[src/rtl/sram_wb_pkg.sv]
// Shared constants and FSM state type for the Wishbone-to-OpenRAM bridge.
package sram_wb_pkg;

    localparam int unsigned WORD_LSB   = 2;
    localparam int unsigned NUM_WMASKS = 4;
    localparam int unsigned WIN_BYTES  = 1024;

    typedef enum logic [2:0] {
        IDLE,
        WR_ISSUE,
        RD_ISSUE,
        RD_WAIT,
        RD_CAPT,
        DONE
    } state_t;

endpackage

[src/rtl/sram_wb_decode.sv]
// Combinational window-hit check and word-address extraction for the bridge.
module sram_wb_decode
    import sram_wb_pkg::*;
#(
    parameter logic [31:0] BASE_ADDR  = 32'h3000_0000,
    parameter int unsigned ADDR_WIDTH = 8
) (
    input  logic [31:0]           adr,
    output logic                  hit,
    output logic [ADDR_WIDTH-1:0] word_addr
);

    localparam int unsigned TOP_LSB = ADDR_WIDTH + WORD_LSB;

    logic unused_byte_lsb;

    assign word_addr       = adr[TOP_LSB-1:WORD_LSB];
    assign hit             = (adr[31:TOP_LSB] == BASE_ADDR[31:TOP_LSB]);
    assign unused_byte_lsb = ^adr[WORD_LSB-1:0];

endmodule

[src/rtl/sram_wb_bridge.sv]
// Wishbone classic slave driving port 0 of a 32x256 1RW1R OpenRAM macro.
// Define SRAM_WB_ERR_EN to decode the full address and return err outside the window.
module sram_wb_bridge
    import sram_wb_pkg::*;
#(
    parameter logic [31:0] BASE_ADDR  = 32'h3000_0000,
    parameter int unsigned ADDR_WIDTH = 8,
    parameter int unsigned DATA_WIDTH = 32
) (
    input  logic                  wb_clk_i,
    input  logic                  rst_n,
    input  logic                  wb_cyc_i,
    input  logic                  wb_stb_i,
    input  logic                  wb_we_i,
    input  logic [31:0]           wb_adr_i,
    input  logic [NUM_WMASKS-1:0] wb_sel_i,
    input  logic [DATA_WIDTH-1:0] wb_dat_i,
    output logic [DATA_WIDTH-1:0] wb_dat_o,
    output logic                  wb_ack_o,
    output logic                  wb_err_o,
    output logic                  sram_csb0_o,
    output logic                  sram_web0_o,
    output logic [NUM_WMASKS-1:0] sram_wmask0_o,
    output logic [ADDR_WIDTH-1:0] sram_addr0_o,
    output logic [DATA_WIDTH-1:0] sram_din0_o,
    input  logic [DATA_WIDTH-1:0] sram_dout0_i,
    output logic                  sram_csb1_o,
    output logic [ADDR_WIDTH-1:0] sram_addr1_o
);

    state_t                  state;
    logic                    aborted;
    logic                    err_q;
    logic                    dec_hit;
    logic [ADDR_WIDTH-1:0]   dec_addr;
    logic                    req_c;
    logic                    live_c;
    logic                    in_win_c;

    sram_wb_decode #(
        .BASE_ADDR  (BASE_ADDR),
        .ADDR_WIDTH (ADDR_WIDTH)
    ) u_decode (
        .adr       (wb_adr_i),
        .hit       (dec_hit),
        .word_addr (dec_addr)
    );

`ifdef SRAM_WB_ERR_EN
    assign in_win_c = dec_hit;
`else
    logic unused_hit;
    assign unused_hit = dec_hit;
    assign in_win_c   = 1'b1;
`endif

    // Requests are ignored during the ack cycle so a held stb cannot retrigger.
    assign req_c  = wb_cyc_i & wb_stb_i & ~wb_ack_o;
    assign live_c = wb_cyc_i & ~aborted;

    assign wb_err_o     = err_q;
    assign sram_csb1_o  = 1'b1;
    assign sram_addr1_o = '0;

    always_ff @(posedge wb_clk_i or negedge rst_n) begin
        if (!rst_n) begin
            state         <= IDLE;
            aborted       <= 1'b0;
            err_q         <= 1'b0;
            wb_ack_o      <= 1'b0;
            wb_dat_o      <= '0;
            sram_csb0_o   <= 1'b1;
            sram_web0_o   <= 1'b1;
            sram_wmask0_o <= '0;
            sram_addr0_o  <= '0;
            sram_din0_o   <= '0;
        end else begin
            wb_ack_o <= 1'b0;
            err_q    <= 1'b0;
            // A dropped cycle lets the macro access finish but suppresses the response.
            if (state != IDLE && !wb_cyc_i) begin
                aborted <= 1'b1;
            end
            case (state)
                IDLE: begin
                    aborted <= 1'b0;
                    if (req_c) begin
                        if (!in_win_c) begin
                            err_q <= 1'b1;
                            state <= DONE;
                        end else if (wb_we_i && wb_sel_i == '0) begin
                            wb_ack_o <= 1'b1;
                            state    <= DONE;
                        end else begin
                            sram_csb0_o   <= 1'b0;
                            sram_web0_o   <= ~wb_we_i;
                            sram_wmask0_o <= wb_we_i ? wb_sel_i : '0;
                            sram_addr0_o  <= dec_addr;
                            sram_din0_o   <= wb_dat_i;
                            state         <= wb_we_i ? WR_ISSUE : RD_ISSUE;
                        end
                    end
                end
                WR_ISSUE: begin
                    sram_csb0_o <= 1'b1;
                    sram_web0_o <= 1'b1;
                    wb_ack_o    <= live_c;
                    state       <= DONE;
                end
                RD_ISSUE: begin
                    sram_csb0_o <= 1'b1;
                    state       <= RD_WAIT;
                end
                RD_WAIT: begin
                    // dout0 is valid only here, one negedge after the macro latched the read.
                    if (live_c) begin
                        wb_dat_o <= sram_dout0_i;
                        wb_ack_o <= 1'b1;
                    end
                    state <= DONE;
                end
                default: begin
                    state <= IDLE;
                end
            endcase
        end
    end

endmodule
[config.mk]
export PLATFORM = sky130hd
export DESIGN_NAME = sram_wb_bridge
export DESIGN_NICKNAME = d
export VERILOG_FILES = /design/src/rtl/sram_wb_pkg.sv /design/src/rtl/sram_wb_decode.sv /design/src/rtl/sram_wb_bridge.sv
export SDC_FILE = /design/constraint.sdc
export NUM_CORES = 1
export LEC_CHECK = 0
export CAP_MARGIN = 15
export CORE_ASPECT_RATIO = 2
export CORE_MARGIN = 3
export CORE_UTILIZATION = 50
export DETAILED_ROUTE_END_ITERATION = 16
export DONT_BUFFER_PORTS = 1
export GPL_TIMING_DRIVEN = 0
export PLACE_DENSITY = 0.65
export SYNTH_ARGS = -nofsm -noshare
export SYNTH_HDL_FRONTEND = slang
export SYNTH_HIERARCHICAL = 1
export SYNTH_SLANG_ARGS = --single-unit
export TNS_END_PERCENT = 1
[constraint.sdc]
create_clock -name wb_clk_i -period 4.1 [get_ports wb_clk_i]
set_input_delay 1.025 -clock wb_clk_i [delete_from_list [all_inputs] [get_ports wb_clk_i]]
set_output_delay 1.025 -clock wb_clk_i [all_outputs]
set_load 0.02 [all_outputs]
==> qor.yml, run 1 <==
power_and_ir_drop:
  peakVddDrop_mv: 0.388
  power_density_nw_per_um2: 905
  p_comb_share_pct: 19.9
  power_mw: 3.59
  switching_power_mw: 1.31
  p_leak_nw: 1.89
  power_frac_clock_pct: 24.2
  swShare_pct: 36.4
  p_int_mw: 2.28
  p_seq_share_pct: 55.9
drt:
  wirelength_mm: 6.55
  dr.pass1.iters: 4
  drc: 0
  drt-initial-drc-count: 99
  via_per_inst: 5.21
  ant_nets: 0
  avgRoutedWirePerCell_um: 19.5
  vias: 1750
yosys:
  synth_area_sq_um: 3500
  synthCells: 224
  synth-warning-count: 6
  avgSynthCellArea_sq_um: 15.6
die:
  rows: 42
  io_pins: 194
  start_util_pct: 52.0
  core-area_sq_um: 6730
  die_y_um: 124
  dieArea_sq_um: 8090
  die_w_um: 65.1
setup_path:
  cp.arrival_ns: 2.41
  cp_top_family: "simple AND/OR/NAND/NOR gates"
  worstPathMaxFanout: 10
  slowest_stage: "or4b_1"
  criticalPathCategory: "input port to register"
  end_kind: "register"
  required_ns: 4.31
  reg2reg_slack_ns: 2.18
  cp_num_buf_inv: 2
  cpPeakStageDelay_ns: 0.53
  cp-start-kind: "input port"
  crit_chain: "or4b_1, o211a_1, buf_6, buf_12, mux2_4"
clock_tree:
  h-tree-depth: 3
  numCtsBuffers: 9
  cts.path.max_buffers: 2
  insertion_delay_ns: 0.33
  clkTransAtPathRegs_ns: 0.06
  postCtsSetupRepairBufs: 0
  cts_sinks: 83
  cts_tree: "built"
  cts-root-buf: "clkbuf_16"
  holdBufCountCts: 0
  cts_resized: 0
placement:
  preCtsSetupSlack_ns: 1.55
  placed_cell_area_sq_um: 3640
  gp_congestion: 0.754
  place.detailed.hpwl_mm: 4.81
  port_buffers: 0
grt:
  grt_pass1_wl_mm: 10.4
  track_usage_pct: 17.1
  grt_max_degree: 84
  grt_pass1_vias: 1953
  antenna_found_initial: 0
  grt_remaining_overflow: 0
cells_and_area:
  diodes: 0
  fillers: 564
  syn2layout_area_growth_pct: 13.4
  drive_gt1_share_pct: 46.8
  postLayoutCoreUtil_pct: 58.9
  final_area_sq_um: 3970
  nets: 348
sta:
  setup_tns_ns: 0
  fin_ws_ns: 1.90
  period_share_pct: 53.6
  period_minus_slack_ns: 2.20
  rsz0062_at_grt: "no"
  setup_viol: 0
  maxSlewViolCount: 0
  fmax_mhz: 455
  hold_viol: 0
  fin_skew_ns: 0.00360
outcome:
  status: "finished clean"
job:
  drv_cap: 0
hold_path:
  hp-class: "input port to async pin"
layout make-up:
class | count | area (sq um) | share of cell area (%)
plain buffers | 29 | 244 | 6.15
clock buffers | 12 | 256 | 6.47
clock inverters | 4 | 72.6 | 1.83
inverters | 8 | 30.0 | 0.757
multi-input cells | 112 | 1170 | 29.6
flip-flops and latches | 83 | 2080 | 52.4
well taps | 88 | 110 | 2.78
worst paths after layout:
check | from | endpoint | depth (start not counted)
setup reg to reg | state[0] | wb_dat_o[23] | 5
min in group wb_clk_i | sram_web0_o | sram_web0_o | 2
hold / removal | rst_n | wb_dat_o[15] | 0
max in group asynchronous | rst_n | sram_csb0_o | 0
setup / recovery | wb_sel_i[1] | sram_din0_o[21] | 5
hold reg to reg | sram_web0_o | sram_web0_o | 2
sequential cells by signal (all words and copies together) (netlist names):
name and cells:
wb_dat_o 32, wb_ack_o 1, sram_wmask0_o 4, sram_addr0_o 8, sram_csb0_o 1, sram_din0_o 32, aborted 1, state 3
sram_web0_o 1
placed cells by master, fill, tap and decap left out:
cell type and count:
nand4b_1 1, or4b_1 2, a211oi_1 1, nand2_1 3, and3b_1 1, and4bb_2 1
dfstp_2 2, mux2i_1 3, mux2_2 38, a21oi_1 3, o32ai_1 1, clkinvlp_4 1
nand4_1 2, conb_1 10, nor2_1 5, o211a_1 1, clkbuf_8 2, clkinv_2 1
buf_4 18, buf_12 3, mux2_4 34, inv_1 8, buf_6 2, clkbuf_16 9
dfrtp_1 81, clkbuf_1 4, o21ai_0 1, bufinv_16 2, buf_2 3, o31ai_1 1
nor3_1 4
power by group through the flow:
stage	clock network (mW)	logic, mW	registers, mW
2_1_floorplan	0	0.649	1.92
3_3_place_gp	0	0.693	2.02
3_5_place_dp	0	0.723	2.02
4_1_cts	0.891	0.721	2.02
5_1_grt	0.930	0.781	2.05
6_report	0.868	0.713	2.01
metal layers:
layer | track usage (%) | share of wire [%] | vias to the layer above
li1 | - | - | 776
met1 | 18.3 | 34 | 862
met2 | 28.9 | 55 | 101
met3 | 5.96 | 8.6 | 11
met4 | 8.68 | 2.3 | 0
met5 | 0 | 0 | -
per-stage QoR:
stage               hold WS (ns)  cells
global placement           0.511    320
floorplan                  0.497    232
finish                     0.389    336
global route               0.369    336
CTS                        0.372    336
detailed placement         0.526    320
No activity file was read; power rests on OpenSTA's default activity.
==> run 2, diff against run 1 <==
--- a/config.mk
+++ b/config.mk
@@ -12,7 +12,7 @@
 export DETAILED_ROUTE_END_ITERATION = 16
 export DONT_BUFFER_PORTS = 1
 export GPL_TIMING_DRIVEN = 0
-export PLACE_DENSITY = 0.65
+export PLACE_DENSITY = 0.68
 export SYNTH_ARGS = -nofsm -noshare
 export SYNTH_HDL_FRONTEND = slang
 export SYNTH_HIERARCHICAL = 1
==> constraint.sdc (replaced) <==
create_clock -name wb_clk_i -period 1.8 [get_ports wb_clk_i]
set_input_delay 0.45 -clock wb_clk_i [delete_from_list [all_inputs] [get_ports wb_clk_i]]
set_output_delay 0.45 -clock wb_clk_i [all_outputs]
set_load 0.02 [all_outputs]
==> qor.yml, run 2 (synthesis gave the netlist of run 1 again) <==
grt:
  antenna_found_initial: 0  # unchanged
  grt_pass1_wl_mm: 10.3  # -0.40%
  grt_pass1_vias: 1930  # -1.2%
  grt_remaining_overflow: 0  # unchanged
  grt_max_degree: 84  # unchanged
  track_usage_pct: 17.0  # -0.099 points
placement:
  gp_congestion: 0.770  # +2.1%
  port_buffers: 0  # unchanged
  placed_cell_area_sq_um: 3640  # unchanged
  preCtsSetupSlack_ns: -0.182  # -1.73 ns
  place.detailed.hpwl_mm: 4.94  # +2.8%
power_and_ir_drop:
  power_density_nw_per_um2: 2040  # +130%
  p_int_mw: 5.06  # +120%
  peakVddDrop_mv: 1.05  # +170%
  p_seq_share_pct: 58.0  # +2.1 points
  swShare_pct: 37.2  # +0.76 points
  switching_power_mw: 2.99  # +130%
  power_frac_clock_pct: 22.5  # -1.7 points
  p_comb_share_pct: 19.5  # -0.4 points
  p_leak_nw: 1.87  # -0.88%
die:
  die_w_um: 65.1  # unchanged
  dieArea_sq_um: 8090  # unchanged
  io_pins: 194  # unchanged
  start_util_pct: 52.0  # unchanged
  rows: 42  # unchanged
  die_y_um: 124  # unchanged
  core-area_sq_um: 6730  # unchanged
drt:
  wl_met1_mm: 2.02  # -8.4%
  drc: 0  # unchanged
  via_per_inst: 5.29  # +1.5%
  drt-initial-drc-count: 93  # -6.1%
  maxUsedRoutingLayer: "met4"
  dr.pass1.iters: 4  # unchanged
  vias: 1755  # +0.29%
  ant_nets: 0  # unchanged
  met2WireLength_mm: 3.72  # +2.4%
  avgRoutedWirePerCell_um: 19.8  # +1.6%
  wl_met3_um: 694  # +24%
  wirelength_mm: 6.57  # +0.41%
sta:
  period_share_pct: 95.5
  period_minus_slack_ns: 1.72
  fin_skew_ns: 0.00295  # -0.000649 ns
  maxSlewViolCount: 0  # unchanged
  setup_tns_ns: 0  # unchanged
  fmax_mhz: 582
  setup_viol: 0  # unchanged
  rsz0062_at_grt: "yes"
  hold_viol: 81  # +81
  fin_ws_ns: 0.0808  # -1.82 ns
  hold_ws_ns: -0.185  # -0.574 ns
job:
  drv_cap: 0  # unchanged
clock_tree:
  postCtsSetupRepairBufs: 0  # unchanged
  cts_sinks: 83  # unchanged
  clkTransAtPathRegs_ns: 0.06  # about the same
  cts.path.max_buffers: 2  # unchanged
  cts-root-buf: "clkbuf_16"
  h-tree-depth: 3  # unchanged
  numCtsBuffers: 9  # unchanged
  insertion_delay_ns: 0.32  # about the same
  cts_tree: "built"
cells_and_area:
  drive_gt1_share_pct: 49.2  # +2.4 points
  top_regs: "sram_din0_o (32), wb_dat_o (32), sram_addr0_o (8)"
  syn2layout_area_growth_pct: 12.9
  final_common_cell: "dfrtp_1"
  diodes: 0  # unchanged
  final_cell_mix: "dfrtp_1 (80), mux2_2 (38), mux2_4 (34), buf_4 (18), conb_1 (10)"
  final_area_sq_um: 3950  # -0.44%
  nets: 345  # -0.86%
setup_path:
  critPathCapture: "sram_din0_o[10]"
  worstPathMaxFanout: 10  # unchanged
  r2r_start: "state[2]"
  reg2reg_slack_ns: 0.08  # -2.10 ns
  critPathLaunch: "state[2]"
  cp-start-kind: "register"
  end_kind: "register"
  cp.arrival_ns: 1.93  # -0.48 ns
  criticalPathCategory: "register to register"
  r2r-end: "sram_din0_o[10]"
  ff2ff_path_depth: 5  # unchanged
  required_ns: 2.01  # -2.30 ns
outcome:
  failed_checks: "negative hold slack"
  status: "finished with violations"
hold_path:
  hp-class: "input port to async pin"
-- run 2: changes by cell type in the layout (fill, tap and decap cells not counted), sizes merged --
cell	previous run	this run
clkbuf	15	11
bufinv	2	1
clkinvlp	1	2
-- run 2: critical path: stages, from the launching register on --
cell,delay (ns)
dfrtp_1,0.50
nor3_4,0.26
o211a_1,0.18
buf_6,0.18
buf_12,0.16
mux2_4,0.31
-- run 2: worst min-delay path by stage --
stage,from,endpoint,slack [ns],cells past startpoint
finish,rst_n,wb_dat_o[31],-0.18,0
global route,rst_n,wb_dat_o[31],-0.20,0
CTS,rst_n,wb_dat_o[10],-0.20,0
detailed placement,rst_n,wb_dat_o[31],0.16,0
global placement,rst_n,wb_dat_o[31],0.16,0
floorplan,rst_n,aborted,0.15,0
-- run 2: power by group through the flow --
| stage | Sequential (mW) | Combinational [mW] | Clock (mW) |
|---|---|---|---|
| after global placement | 4.61 | 1.58 | 0 |
| after CTS | 4.65 | 1.63 | 1.87 |
| after global routing | 4.80 | 1.72 | 1.94 |
| final | 4.67 | 1.57 | 1.81 |
| after floorplan | 4.37 | 1.48 | 0 |
| after detailed placement | 4.63 | 1.65 | 0 |
-- run 2: repair_timing --
action,in CTS,in global routing
endpoints found under the hold margin,83,83
gates resized for setup,3,3
setup endpoints to repair,65,64
pin swaps,0,1
-- run 2: metal layers --
layer / GRT usage [%] / vias to the layer above
met5: 0 / -
met4: 8.07 / 0
met3: 6.86 / 13
met2: 30.5 / 103
met1: 16.1 / 870
li1: - / 769
-- run 2: cell type report --
cell class	instances	area (sq um)
clock buffers	11	253
fillers	546	2780
clock inverters	4	50.0
plain buffers	26	236
multi-input cells	112	1190
flip-flops and latches	83	2080
well taps	88	110
inverters	8	30.0
-- run 2: stage by stage --
step           hold slack, ns  util (%)  power (mW)  instances
4_1_cts                -0.202      58.7        8.15        334
3_3_place_gp            0.156      54.1        6.18        320
5_1_grt                -0.203      58.7        8.46        332
2_1_floorplan           0.154         -        5.85        232
6_report               -0.185      58.7        8.05        332
3_5_place_dp            0.156      54.1        6.28        320
==> run 3, diff against run 2 <==
--- a/config.mk
+++ b/config.mk
@@ -9,6 +9,7 @@
 export CORE_ASPECT_RATIO = 2
 export CORE_MARGIN = 3
 export CORE_UTILIZATION = 50
+export CTS_CLUSTER_SIZE = 25
 export DETAILED_ROUTE_END_ITERATION = 16
 export DONT_BUFFER_PORTS = 1
 export GPL_TIMING_DRIVEN = 0
==> results of run 3 <==
No change in the layout: final DEF, timing and power equal those of run 2.
